### src/rtl/display_mux_7seg_ndigit_pkg.sv
// Shared segment patterns and counter-width helper for the multiplexed 7-segment driver.
// Patterns are active-high, bit order {g,f,e,d,c,b,a}.
package display_pkg;

    localparam logic [6:0] SEG_0     = 7'h3F;
    localparam logic [6:0] SEG_1     = 7'h06;
    localparam logic [6:0] SEG_2     = 7'h5B;
    localparam logic [6:0] SEG_3     = 7'h4F;
    localparam logic [6:0] SEG_4     = 7'h66;
    localparam logic [6:0] SEG_5     = 7'h6D;
    localparam logic [6:0] SEG_6     = 7'h7D;
    localparam logic [6:0] SEG_7     = 7'h07;
    localparam logic [6:0] SEG_8     = 7'h7F;
    localparam logic [6:0] SEG_9     = 7'h6F;
    localparam logic [6:0] SEG_DASH  = 7'h40;
    localparam logic [6:0] SEG_BLANK = 7'h00;

    // Bits needed to hold 0..n-1, never less than 1.
    function automatic int unsigned cnt_width(input int unsigned n);
        int unsigned w;
        w = 1;
        while ((64'd1 << w) < 64'(n)) begin
            w = w + 1;
        end
        return w;
    endfunction

endpackage

### src/rtl/display_mux_7seg_ndigit_decoder.sv
// Combinational BCD to 7-segment decoder, active-high; codes 10-15 render as a dash.
module bcd_to_seg7_decoder
    import display_pkg::*;
(
    input  logic [3:0] bcd,
    output logic [6:0] seg
);

    always_comb begin
        seg = SEG_DASH;
        case (bcd)
            4'd0:    seg = SEG_0;
            4'd1:    seg = SEG_1;
            4'd2:    seg = SEG_2;
            4'd3:    seg = SEG_3;
            4'd4:    seg = SEG_4;
            4'd5:    seg = SEG_5;
            4'd6:    seg = SEG_6;
            4'd7:    seg = SEG_7;
            4'd8:    seg = SEG_8;
            4'd9:    seg = SEG_9;
            default: seg = SEG_DASH;
        endcase
    end

endmodule

### src/rtl/display_mux_7seg_ndigit.sv
// Multiplexed N-digit 7-segment driver with refresh prescaler, frame-synchronous input capture,
// leading-zero blanking and per-digit DP. Optional blinking under DISPLAY_BLINK_EN.
module display_mux_7seg_ndigit
    import display_pkg::*;
#(
    parameter int unsigned NUM_DIGITS  = 4,
    parameter int unsigned REFRESH_DIV = 100000,
    parameter int unsigned ACTIVE_LOW  = 1
`ifdef DISPLAY_BLINK_EN
    ,
    parameter int unsigned BLINK_FRAMES = 250
`endif
)
(
    input  logic                    clk,
    input  logic                    reset,
    input  logic [4*NUM_DIGITS-1:0] bcd,
    input  logic [NUM_DIGITS-1:0]   dp_in,
    input  logic                    blank_lz,
`ifdef DISPLAY_BLINK_EN
    input  logic [NUM_DIGITS-1:0]   blink_mask,
`endif
    output logic [6:0]              seg,
    output logic [NUM_DIGITS-1:0]   digit_sel,
    output logic                    DP,
    output logic                    frame_done
);

    localparam int unsigned PRESC_W = cnt_width(REFRESH_DIV);
    localparam int unsigned IDX_W   = cnt_width(NUM_DIGITS);
    localparam logic        POL     = (ACTIVE_LOW != 0);

    logic [PRESC_W-1:0]      presc_q, presc_d;
    logic [IDX_W-1:0]        idx_q, idx_d;
    logic                    first_q;
    logic [4*NUM_DIGITS-1:0] bcd_q, bcd_v;
    logic [NUM_DIGITS-1:0]   dp_q, dp_v;
    logic                    blank_q, blank_v;

    logic tick, idx_last, frame_wrap, capture;

    logic [3:0]            cur_digit;
    logic                  cur_dp, cur_blank, upper_zero;
    logic [NUM_DIGITS-1:0] sel_raw;
    logic [6:0]            dec_seg, seg_raw;
    logic                  dp_raw;

    logic [6:0]            seg_q;
    logic [NUM_DIGITS-1:0] sel_q;
    logic                  dp_out_q, frame_done_q;

`ifdef DISPLAY_BLINK_EN
    localparam int unsigned FRM_W = cnt_width(BLINK_FRAMES);
    logic [NUM_DIGITS-1:0] mask_q, mask_v;
    logic [FRM_W-1:0]      frm_cnt_q, frm_cnt_d;
    logic                  phase_q, phase_d;
    logic                  cur_mask;
`endif

    always_comb begin
        tick       = (presc_q == PRESC_W'(REFRESH_DIV - 1));
        idx_last   = (idx_q == IDX_W'(NUM_DIGITS - 1));
        frame_wrap = tick & idx_last;
        capture    = first_q | frame_wrap;
        presc_d    = tick ? '0 : presc_q + PRESC_W'(1);
        idx_d      = idx_q;
        if (tick) begin
            idx_d = idx_last ? '0 : idx_q + IDX_W'(1);
        end
    end

    // The very first frame after reset shows the live inputs, not the cleared shadows.
    always_comb begin
        bcd_v   = first_q ? bcd : bcd_q;
        dp_v    = first_q ? dp_in : dp_q;
        blank_v = first_q ? blank_lz : blank_q;
    end

    always_ff @(posedge clk or posedge reset) begin
        if (reset) begin
            presc_q <= '0;
            idx_q   <= '0;
            first_q <= 1'b1;
            bcd_q   <= '0;
            dp_q    <= '0;
            blank_q <= 1'b0;
        end else begin
            presc_q <= presc_d;
            idx_q   <= idx_d;
            first_q <= 1'b0;
            if (capture) begin
                bcd_q   <= bcd;
                dp_q    <= dp_in;
                blank_q <= blank_lz;
            end
        end
    end

    // Scan from the top digit down so upper_zero covers this digit and all above it.
    always_comb begin
        cur_digit  = 4'd0;
        cur_dp     = 1'b0;
        cur_blank  = 1'b0;
        sel_raw    = '0;
        upper_zero = 1'b1;
        for (int i = int'(NUM_DIGITS) - 1; i >= 0; i--) begin
            upper_zero = upper_zero & (bcd_v[4*i +: 4] == 4'd0);
            if (idx_q == IDX_W'(i)) begin
                cur_digit  = bcd_v[4*i +: 4];
                cur_dp     = dp_v[i];
                cur_blank  = blank_v & upper_zero & (i != 0);
                sel_raw[i] = 1'b1;
            end
        end
    end

    bcd_to_seg7_decoder u_decoder (
        .bcd (cur_digit),
        .seg (dec_seg)
    );

`ifdef DISPLAY_BLINK_EN
    always_comb begin
        mask_v   = first_q ? blink_mask : mask_q;
        cur_mask = 1'b0;
        for (int i = 0; i < int'(NUM_DIGITS); i++) begin
            if (idx_q == IDX_W'(i)) begin
                cur_mask = mask_v[i];
            end
        end
        frm_cnt_d = frm_cnt_q;
        phase_d   = phase_q;
        if (frame_wrap) begin
            if (frm_cnt_q == FRM_W'(BLINK_FRAMES - 1)) begin
                frm_cnt_d = '0;
                phase_d   = ~phase_q;
            end else begin
                frm_cnt_d = frm_cnt_q + FRM_W'(1);
            end
        end
    end

    always_ff @(posedge clk or posedge reset) begin
        if (reset) begin
            mask_q    <= '0;
            frm_cnt_q <= '0;
            phase_q   <= 1'b0;
        end else begin
            frm_cnt_q <= frm_cnt_d;
            phase_q   <= phase_d;
            if (capture) begin
                mask_q <= blink_mask;
            end
        end
    end
`endif

    always_comb begin
        seg_raw = cur_blank ? SEG_BLANK : dec_seg;
        dp_raw  = cur_dp;
`ifdef DISPLAY_BLINK_EN
        if (phase_q & cur_mask) begin
            seg_raw = SEG_BLANK;
            dp_raw  = 1'b0;
        end
`endif
    end

    // Polarity is applied at the output registers so reset lands on the inactive level.
    always_ff @(posedge clk or posedge reset) begin
        if (reset) begin
            seg_q        <= {7{POL}};
            sel_q        <= {NUM_DIGITS{POL}};
            dp_out_q     <= POL;
            frame_done_q <= 1'b0;
        end else begin
            seg_q        <= seg_raw ^ {7{POL}};
            sel_q        <= sel_raw ^ {NUM_DIGITS{POL}};
            dp_out_q     <= dp_raw ^ POL;
            frame_done_q <= frame_wrap;
        end
    end

    assign seg        = seg_q;
    assign digit_sel  = sel_q;
    assign DP         = dp_out_q;
    assign frame_done = frame_done_q;

endmodule

### config.mk
export PLATFORM = sky130hd
export DESIGN_NAME = display_mux_7seg_ndigit
export DESIGN_NICKNAME = d
export VERILOG_FILES = /design/src/rtl/display_mux_7seg_ndigit_pkg.sv /design/src/rtl/display_mux_7seg_ndigit_decoder.sv /design/src/rtl/display_mux_7seg_ndigit.sv
export SDC_FILE = /design/constraint.sdc
export NUM_CORES = 1
export LEC_CHECK = 0
export BUFFER_PORTS_ARGS = -buffer_cell sky130_fd_sc_hd__buf_2
export CORE_ASPECT_RATIO = 1.2
export CORE_UTILIZATION = 52
export CTS_CLUSTER_DIAMETER = 50
export DETAILED_ROUTE_END_ITERATION = 10
export PLACE_DENSITY = 0.76
export SYNTH_ARGS = -nofsm -noshare
export SYNTH_HDL_FRONTEND = slang
export SYNTH_SLANG_ARGS = --single-unit
### constraint.sdc
create_clock -name clk -period 2.4 [get_ports clk]
set_input_delay 0.48 -clock clk [delete_from_list [all_inputs] [get_ports clk]]
set_output_delay 0.48 -clock clk [all_outputs]
set_load 0.05 [all_outputs]
==> results.yml, run 1 <==
cts:
  cts_root_buffer: "clkbuf_8"
  cts_made_buffers: 5
  ctsHoldBuffers: 0
  cts_max_path_buffers: 2
  clkSlewWorstSetupHoldPaths_ns: 0.09
  clock_sinks: 54
  cts_tree: "built"
  htree_levels: 2
  worstSkewPairLatency_ns: 0.30
power:
  p_int_mw: 1.31
  pwr-share-clk: 0.267
  pwr-share-comb: 0.177
  p_sw_frac: 0.280
  pwr-share-seq: 0.556
  powerDensity_mw_per_mm2: 570
  ir_worst_vdd_uv: 324
  power_switching_uw: 508
  p_leak_nw: 1.44
  p_total_mw: 1.82
worst_setup_path:
  crit_path_max_fanout: 5
  worstPathArrival_ns: 2.50
  rr_startpoint: "first_q$_DFF_PP1_"
  reg2reg_slack_ns: 0.10
  reg2reg_depth: 8
  slowest_delay_ns: 0.58
  crit_slowest_cell: "dfstp_2"
  worst_setup_path_end_kind: "register"
  worstReg2RegEnd: "seg[0]$_DFF_PP1_"
  startpoint_type: "register"
  cp.required_ns: 2.60
  cp_cell_sequence: "buf_4 > mux2_2 > a311oi_1 > a21o_1 > inv_1 > ha_1 > mux2i_1 > o211ai_1"
  critPathKind: "reg2reg"
grt:
  gr-total-overflow: 0
  grt_pass1_vias: 2055
  grt_start_max_net_pins: 24
  track_usage: 0.213
  antenna_found_initial: 0
  grt_pass1_wl_mm: 8.88
detailed_routing:
  wl_met2_mm: 2.73
  drc_errors: 0
  highest_layer: "met4"
  wl_mm: 5.17
  via_per_inst: 5.47
  drtPass1Iterations: 4
  met3_length_um: 189
  vias: 1948
  wl_met1_mm: 2.14
  ant_nets: 0
  wl_per_cell_um: 14.5
  first_iter_violations: 92
place:
  dp.cells: 346
  dp_hpwl_mm: 3.93
  pre_cts_slack_ns: 0.101
  globalplace.congestion: 0.850
  io_buffers: 35
synth:
  synth_seq_area_share: 0.494
  ys_types: 46
  synth_area_per_cell_um2: 11.3
  ys_ff_latch: 54
  ys_async_sr_fraction: 1.00
  syn_area_mm2: 0.00277
  synth_edf_count: 0
  synth_ff_type: "dfrtp_1"
  synthCells: 246
  syn_nets: 279
  yosys_warnings: 0
sta:
  hold_viol: 0
  fin_ws_ns: 0.101
  finalClockSkew_ns: 0.00756
  layout_min_cycle_time_ns: 2.30
  tightestPinTransition_ns: 0.590
  relSlewSlack: 0.605
  period_share: 0.958
  setup_viol: 0
  fmax_mhz: 435
  fin_tns_setup_ns: 0
  maxSlewViolCount: 0
status:
  status: "finished clean"
floorplanning:
  start_util: 0.549
  core-area_mm2: 0.00504
  std_cell_rows: 28
  io_pins: 36
  die_w_um: 68.6
  dieArea_mm2: 0.00562
  die_h_um: 82.0
final_layout:
  num_antenna_cells: 0
  syn2layout_area_growth_pct: 15.1
  final_common_cell: "dfrtp_1"
  drive_gt1_frac: 0.361
  final_cell_mix: "41 x dfrtp_1, 35 x buf_2, 26 x mux2_2, 18 x nor2_1, 17 x buf_4"
  final_nets: 328
  stdcell_count: 356
worst_hold_path:
  hp-class: "in2async"
job:
  maxCapViolations: 0
-- Yosys cell counts (2+ instances only) --
cell type	count	area share
inv_1	10	0.014
nor2b_1	3	0.0068
or2_2	2	0.0045
nand2b_1	3	0.0068
xor2_1	7	0.022
dfstp_2	13	0.12
dfrtp_1	41	0.37
o21ai_0	6	0.011
o211ai_1	7	0.019
a21oi_1	3	0.0054
nor2_1	18	0.024
clkbuf_1	4	0.0054
nor3_1	5	0.0090
a31oi_1	2	0.0045
or4_1	2	0.0054
nand2_1	15	0.020
buf_2	4	0.0072
nand3_1	9	0.016
mux2_2	26	0.11
a21o_1	2	0.0054
nor4_1	5	0.011
mux2i_1	15	0.054
o221a_2	2	0.0081
nand4_1	3	0.0068
xnor2_1	8	0.025
ha_1	10	0.045
nor4b_1	2	0.0063
-- layer usage --
metal / global-route usage / up-vias
li1: - / 969
met2: 0.395 / 41
met1: 0.237 / 929
met3: 0.0417 / 9
met5: 0 / -
met4: 0.0688 / 0
-- critical path, delay by kind of cell, from the launching register on --
family          cells  cell delay, ns
compound gates      3            0.68
flops               1            0.58
mux                 2            0.50
buf+inv             2            0.22
fa+ha+maj           1            0.21
-- per-stage QoR --
| stage | hold WS [ns] | utilization | instance area, um^2 |
|---|---|---|---|
| 3_3_place_gp | 0.453 | 0.611 | 3080 |
| 2_1_floorplan | 0.451 | - | 2770 |
| 3_5_place_dp | 0.456 | 0.611 | 3080 |
| 6_report | 0.113 | 0.632 | 3190 |
| 4_1_cts | 0.117 | 0.628 | 3170 |
| 5_1_grt | 0.135 | 0.632 | 3190 |
-- cell type report --
class,count,area [um^2]
fillers,423,1860
clock buffers,5,68.8
clock inverters,3,16.3
multi-input cells,172,1320
flip-flops and latches,54,1370
repair buffers,52,303
well taps,60,75.1
inverters,10,37.5
-- sequential cells by signal, indices dropped and copies added, names as in the netlist --
register    flops
idx_q           2
presc_q        17
first_q         1
frame_done      1
bcd_q          16
blank_q         1
digit_sel       4
seg             7
dp_q            4
DP              1
-- power groups by stage --
stage / Clock, mW / Combinational [mW] / Sequential, mW
floorplan: 0 / 0.159 / 1.10
global placement: 0 / 0.311 / 1.03
detailed placement: 0 / 0.318 / 1.03
CTS: 0.506 / 0.319 / 1.01
global route: 0.539 / 0.352 / 1.02
finish: 0.485 / 0.321 / 1.01
-- what timing repair did --
action,4_1_cts,5_1_grt
setup endpoints to repair,0,4
resized for setup,0,1
setup buffers,0,2
-- logic make-up (layout without fill, tap and decap cells) --
logic type	Yosys count	in the layout	share of synthesized area
other	1	1	0.00135
xor gates and xnor gates	15	15	0.0474
muxes	42	42	0.165
DFF	54	54	0.494
buffers and inverters	20	70	0.0330
AOI/OAI and AO/OA	32	32	0.0827
adders and majority gates	10	10	0.0452
and+or+nand+nor	72	72	0.131
-- worst max path at each step --
stage | start | end | slack [ns] | depth (start not counted)
global route | first_q$_DFF_PP1_ | seg[5]$_DFF_PP1_ | -0.005 | 9
detailed placement | first_q$_DFF_PP1_ | seg[0]$_DFF_PP1_ | 0.10 | 9
finish | first_q$_DFF_PP1_ | seg[0]$_DFF_PP1_ | 0.10 | 8
CTS | first_q$_DFF_PP1_ | seg[0]$_DFF_PP1_ | 0.09 | 9
floorplan | idx_q[1]$_DFFE_PP0N_ | seg[4]$_DFF_PP1_ | 0.04 | 11
global placement | first_q$_DFF_PP1_ | seg[1]$_DFF_PP1_ | 0.20 | 7
Power figures use the tool's default switching activity.
==> inputs of run 2 (changes only) <==
Settings changed: CTS_BUF_LIST set to sky130_fd_sc_hd__clkbuf_16.
==> run 2 against run 1 <==
- non-clock buffer count decreased by 1
- maximum frequency increased by 0.58%
- register-to-register slack about the same
- via count increased by 0.67%
- global-route usage increased by 0.71 points
- critical path depth increased by 1
- sequential power about the same
- total power increased by 11%
- setup slack improved by 0.013 ns
==> results.yml, run 2 (synthesized netlist as in run 1, its figures left out) <==
detailed_routing:
  wl_per_cell_um: 14.9
  wl_mm: 5.28
  first_iter_violations: 81
  drtPass1Iterations: 4
  ant_nets: 0
  vias: 1961
  drc_errors: 0
  via_per_inst: 5.52
place:
  globalplace.congestion: 0.850
  dp_hpwl_mm: 3.93
  io_buffers: 35
sta:
  period_share: 0.952
  setup_viol: 0
  whs_ns: 0.135
  fmax_mhz: 438
  hold_viol: 0
  layout_min_cycle_time_ns: 2.29
  tightestPinTransition_ns: 0.591
  relSlewSlack: 0.605
  maxSlewViolCount: 0
  finalClockSkew_ns: 0.00474
worst_setup_path:
  worst_setup_path_end_kind: "register"
  worstPathArrival_ns: 2.46
  rr_startpoint: "first_q$_DFF_PP1_"
  critPathKind: "reg2reg"
  cp.required_ns: 2.58
  startpoint_type: "register"
  worstReg2RegEnd: "seg[0]$_DFF_PP1_"
  reg2reg_depth: 9
  crit_path_max_fanout: 10
  reg2reg_slack_ns: 0.11
final_layout:
  multi_input_area_mm2: 0.00132
  drive_gt1_frac: 0.359
  largest_register_ffs: 17
  final_cell_mix: "41 x dfrtp_1, 35 x buf_2, 26 x mux2_2, 18 x nor2_1"
  seqCellArea_mm2: 0.00137
  final_common_cell: "dfrtp_1"
  final_nets: 327
  num_antenna_cells: 0
  fin_util: 0.642
  syn2layout_area_growth_pct: 17.0
  largest-register: "presc_q"
  fillers: 416
power:
  p_int_mw: 1.49
  pwr-share-seq: 0.500
  powerDensity_mw_per_mm2: 624
  p_total_mw: 2.02
  p_leak_nw: 1.46
  ir_worst_vdd_uv: 347
  power_switching_uw: 532
  pwr-share-clk: 0.342
  pwr-share-comb: 0.158
  p_sw_frac: 0.263
cts:
  cts_tree: "built"
  worstSkewPairLatency_ns: 0.29
  clkSlewWorstSetupHoldPaths_ns: 0.07
  cts_root_buffer: "clkbuf_16"
  clock_sinks: 54
  cts_made_buffers: 5
  htree_levels: 2
  ctsHoldBuffers: 0
  cts_max_path_buffers: 2
grt:
  grt_pass1_wl_mm: 8.96
  gr-total-overflow: 0
  grt_pass1_vias: 2048
  grt_start_max_net_pins: 24
  antenna_found_initial: 0
  track_usage: 0.220
floorplanning:
  core-area_mm2: 0.00504
  die_h_um: 82.0
  start_util: 0.549
  io_pins: 36
  dieArea_mm2: 0.00562
  std_cell_rows: 28
  die_w_um: 68.6
job:
  maxCapViolations: 0
worst_hold_path:
  hp-class: "in2async"
status:
  status: "finished clean"
run 2: area by class of cell:
type,instances,share of cell area
timing repair buffer,51,0.0923
clock inverter,3,0.00502
sequential,54,0.422
clock buffer,5,0.0386
tap,60,0.0232
multi-input combinational,172,0.407
inverter,10,0.0116
run 2: worst max path at each step:
| stage | slack [ns] | from | endpoint | depth (start not counted) |
|---|---|---|---|---|
| after floorplan | 0.04 | idx_q[1]$_DFFE_PP0N_ | seg[4]$_DFF_PP1_ | 11 |
| after detailed placement | 0.10 | first_q$_DFF_PP1_ | seg[0]$_DFF_PP1_ | 9 |
| final | 0.11 | first_q$_DFF_PP1_ | seg[0]$_DFF_PP1_ | 9 |
| after CTS | 0.08 | first_q$_DFF_PP1_ | seg[0]$_DFF_PP1_ | 9 |
| after global routing | -0.03 | first_q$_DFF_PP1_ | seg[5]$_DFF_PP1_ | 9 |
| after global placement | 0.20 | first_q$_DFF_PP1_ | seg[1]$_DFF_PP1_ | 7 |
run 2: critical path: stages, from the launching register on:
cell,delay (ns)
dfstp_2,0.63
buf_6,0.18
mux2i_1,0.18
o21ai_0,0.08
a311oi_1,0.32
a21o_1,0.20
inv_1,0.08
ha_1,0.21
mux2i_1,0.16
o211ai_1,0.12
run 2: power groups by stage:
stage / Combinational (mW) / Clock (mW) / Sequential [mW]
floorplan: 0.159 / 0 / 1.10
global placement: 0.311 / 0 / 1.03
detailed placement: 0.318 / 0 / 1.03
CTS: 0.319 / 0.705 / 1.01
global route: 0.350 / 0.745 / 1.02
finish: 0.319 / 0.690 / 1.01
run 2: stage by stage:
step	TNS, ns	instance area [um^2]	cells	worst slack, ns
final	0	3240	355	0.115
after global routing	-0.0645	3240	355	-0.0341
after CTS	0	3220	354	0.0792
after detailed placement	0	3080	346	0.101
after global placement	0	3080	346	0.203
after floorplan	0	2770	246	0.0401
run 2: layer usage:
metal  track usage  vias up  wire [um]
li1              -      969          -
met1         0.236      938       2170
met2         0.394       43       2750
met3        0.0569       11        219
met4         0.100        0        140
met5             0        -          0
run 2: what timing repair did:
| action | 4_1_cts | 5_1_grt |
|---|---|---|
| setup buffers | 0 | 1 |
| setup endpoints to repair | 0 | 4 |
| resized for setup | 0 | 2 |
==> inputs of run 3 (changes only) <==
Settings changed: PLACE_DENSITY 0.76 to 0.84.
==> run 3 against run 2 <==
- sequential power hardly changed
- combinational power is 2% higher
- hold slack better by 0.23 ns
- count of clock-buffer cells in the layout stayed put
- clock skew is 0.0023 ns higher
- routed wire length is 3.2% higher
- setup slack hardly changed
- critical path depth is 1 lower
- cell area is 0.27% higher
- critical path type unchanged
- largest cell class unchanged
- register-to-register slack hardly changed
- clock power is 2.9% higher
- non-clock buffer count is 3 lower
==> results.yml, run 3 (synthesized netlist as in run 1, its figures left out) <==
worst_setup_path:
  reg2reg_slack_ns: 0.11
  crit_path_max_fanout: 9
  worstPathArrival_ns: 2.47
  reg2reg_depth: 8
  crit_family: "compound AO/OA/AOI/OAI gates"
  worstReg2RegEnd: "seg[5]$_DFF_PP1_"
  cp_cell_sequence: "buf_4 > buf_4 > mux2_4 > a222oi_1 > buf_4 > nand2_1 > o21ai_2 > o211ai_1"
  crit_top_cell: "buf_4"
  crit_slowest_cell: "dfstp_2"
  crit_buf_inv: 3
  critPathKind: "reg2reg"
  cp.required_ns: 2.59
  worst_setup_path_end_kind: "register"
  startpoint_type: "register"
  rr_startpoint: "first_q$_DFF_PP1_"
  slowest_delay_ns: 0.59
power:
  pwr-share-seq: 0.494
  pwr-share-comb: 0.159
  p_sw_frac: 0.269
  pwr-share-clk: 0.347
  p_leak_nw: 1.45
  powerDensity_mw_per_mm2: 630
  p_int_mw: 1.50
  ir_worst_vdd_uv: 539
  power_switching_uw: 550
floorplanning:
  die_h_um: 82.0
  dieArea_mm2: 0.00562
  start_util: 0.549
  std_cell_rows: 28
  io_pins: 36
  die_w_um: 68.6
  core-area_mm2: 0.00504
grt:
  grt_pass1_wl_mm: 8.90
  antenna_found_initial: 0
  grt_pass1_vias: 1975
  gr-total-overflow: 0
  grt_start_max_net_pins: 55
  track_usage: 0.215
place:
  io_buffers: 35
  dp.cells: 342
  placed_area_mm2: 0.00307
  dp_hpwl_mm: 3.97
  globalplace.congestion: 0.909
  pre_cts_slack_ns: 0.00545
final_layout:
  final_common_cell: "dfrtp_1"
  fin_util: 0.644
  largest_register_ffs: 17
  fillers: 400
  drive_gt1_frac: 0.363
  final_nets: 324
  finalInstanceArea_mm2: 0.00325
  multi_input_area_mm2: 0.00134
  num_antenna_cells: 0
  largest-register: "presc_q"
  seqCellArea_mm2: 0.00137
  syn2layout_area_growth_pct: 17.3
  stdcell_count: 352
  final_cell_mix: "41 x dfrtp_1, 35 x buf_2, 26 x mux2_2, 18 x nor2_1"
cts:
  cts_tree: "built"
  worstSkewPairLatency_ns: 0.29
  cts_root_buffer: "clkbuf_16"
  cts_max_path_buffers: 2
  cts_made_buffers: 5
  clkSlewWorstSetupHoldPaths_ns: 0.07
  clock_sinks: 54
  htree_levels: 2
  ctsHoldBuffers: 0
job:
  maxCapViolations: 0
detailed_routing:
  wl_per_cell_um: 15.5
  wl_mm: 5.45
  drtPass1Iterations: 4
  ant_nets: 0
  via_per_inst: 5.76
  drc_errors: 0
  vias: 2028
  first_iter_violations: 120
worst_hold_path:
  hp-class: "in2async"
sta:
  layout_min_cycle_time_ns: 2.29
  setup_viol: 0
  fin_ws_ns: 0.115
  tightestPinTransition_ns: 0.657
  hold_viol: 0
  period_share: 0.952
  fmax_mhz: 438
  whs_ns: 0.362
  maxSlewViolCount: 0
  finalClockSkew_ns: 0.00701
  relSlewSlack: 0.562
status:
  status: "finished clean"
-- run 3: worst reg2reg max path: cells and delay by family (launching register included) --
family          cells  cell delay, ns
compound gates      3            0.64
buf+inv             3            0.52
flops               1            0.59
mux                 1            0.31
simple gates        1            0.14
-- run 3: per-layer routing --
layer | routed length (um) | vias up | GRT usage
li1 | - | 959 | -
met1 | 2260 | 1014 | 0.233
met2 | 2880 | 41 | 0.393
met3 | 175 | 14 | 0.0472
met4 | 132 | 0 | 0.0896
met5 | 0 | - | 0
-- run 3: power groups by stage --
| stage | logic (mW) | clock network [mW] | registers, mW |
|---|---|---|---|
| after detailed placement | 0.322 | 0 | 1.03 |
| after CTS | 0.323 | 0.726 | 1.01 |
| final | 0.326 | 0.710 | 1.01 |
| after floorplan | 0.159 | 0 | 1.10 |
| after global routing | 0.356 | 0.750 | 1.02 |
| after global placement | 0.312 | 0 | 1.03 |
-- run 3: layout make-up --
type | count | share of cell area
flip-flops and latches | 54 | 0.421
well taps | 60 | 0.0231
clock buffers | 5 | 0.0385
inverters | 10 | 0.0116
repair buffers | 48 | 0.0878
clock inverters | 3 | 0.00616
multi-input cells | 172 | 0.412
-- run 3: per-stage QoR --
stage / setup TNS (ns) / total power, mW
after global routing: -0.0161 / 2.13
after detailed placement: 0 / 1.35
after global placement: 0 / 1.34
final: 0 / 2.05
after floorplan: 0 / 1.26
after CTS: 0 / 2.06
-- run 3: worst max path at each step --
stage	start	endpoint	slack [ns]	cells after the start
floorplan	idx_q[1]$_DFFE_PP0N_	seg[4]$_DFF_PP1_	0.04	11
global placement	first_q$_DFF_PP1_	seg[5]$_DFF_PP1_	0.14	9
detailed placement	idx_q[0]$_DFFE_PP0N_	seg[4]$_DFF_PP1_	0.005	10
CTS	first_q$_DFF_PP1_	seg[5]$_DFF_PP1_	0.02	9
global route	first_q$_DFF_PP1_	seg[5]$_DFF_PP1_	-0.02	9
finish	first_q$_DFF_PP1_	seg[5]$_DFF_PP1_	0.11	8
-- run 3: timing repair --
| item | CTS | global route |
|---|---|---|
| setup endpoints to repair | 1 | 4 |
| gates resized for setup | 1 | 4 |
| setup buffers | 0 | 2 |
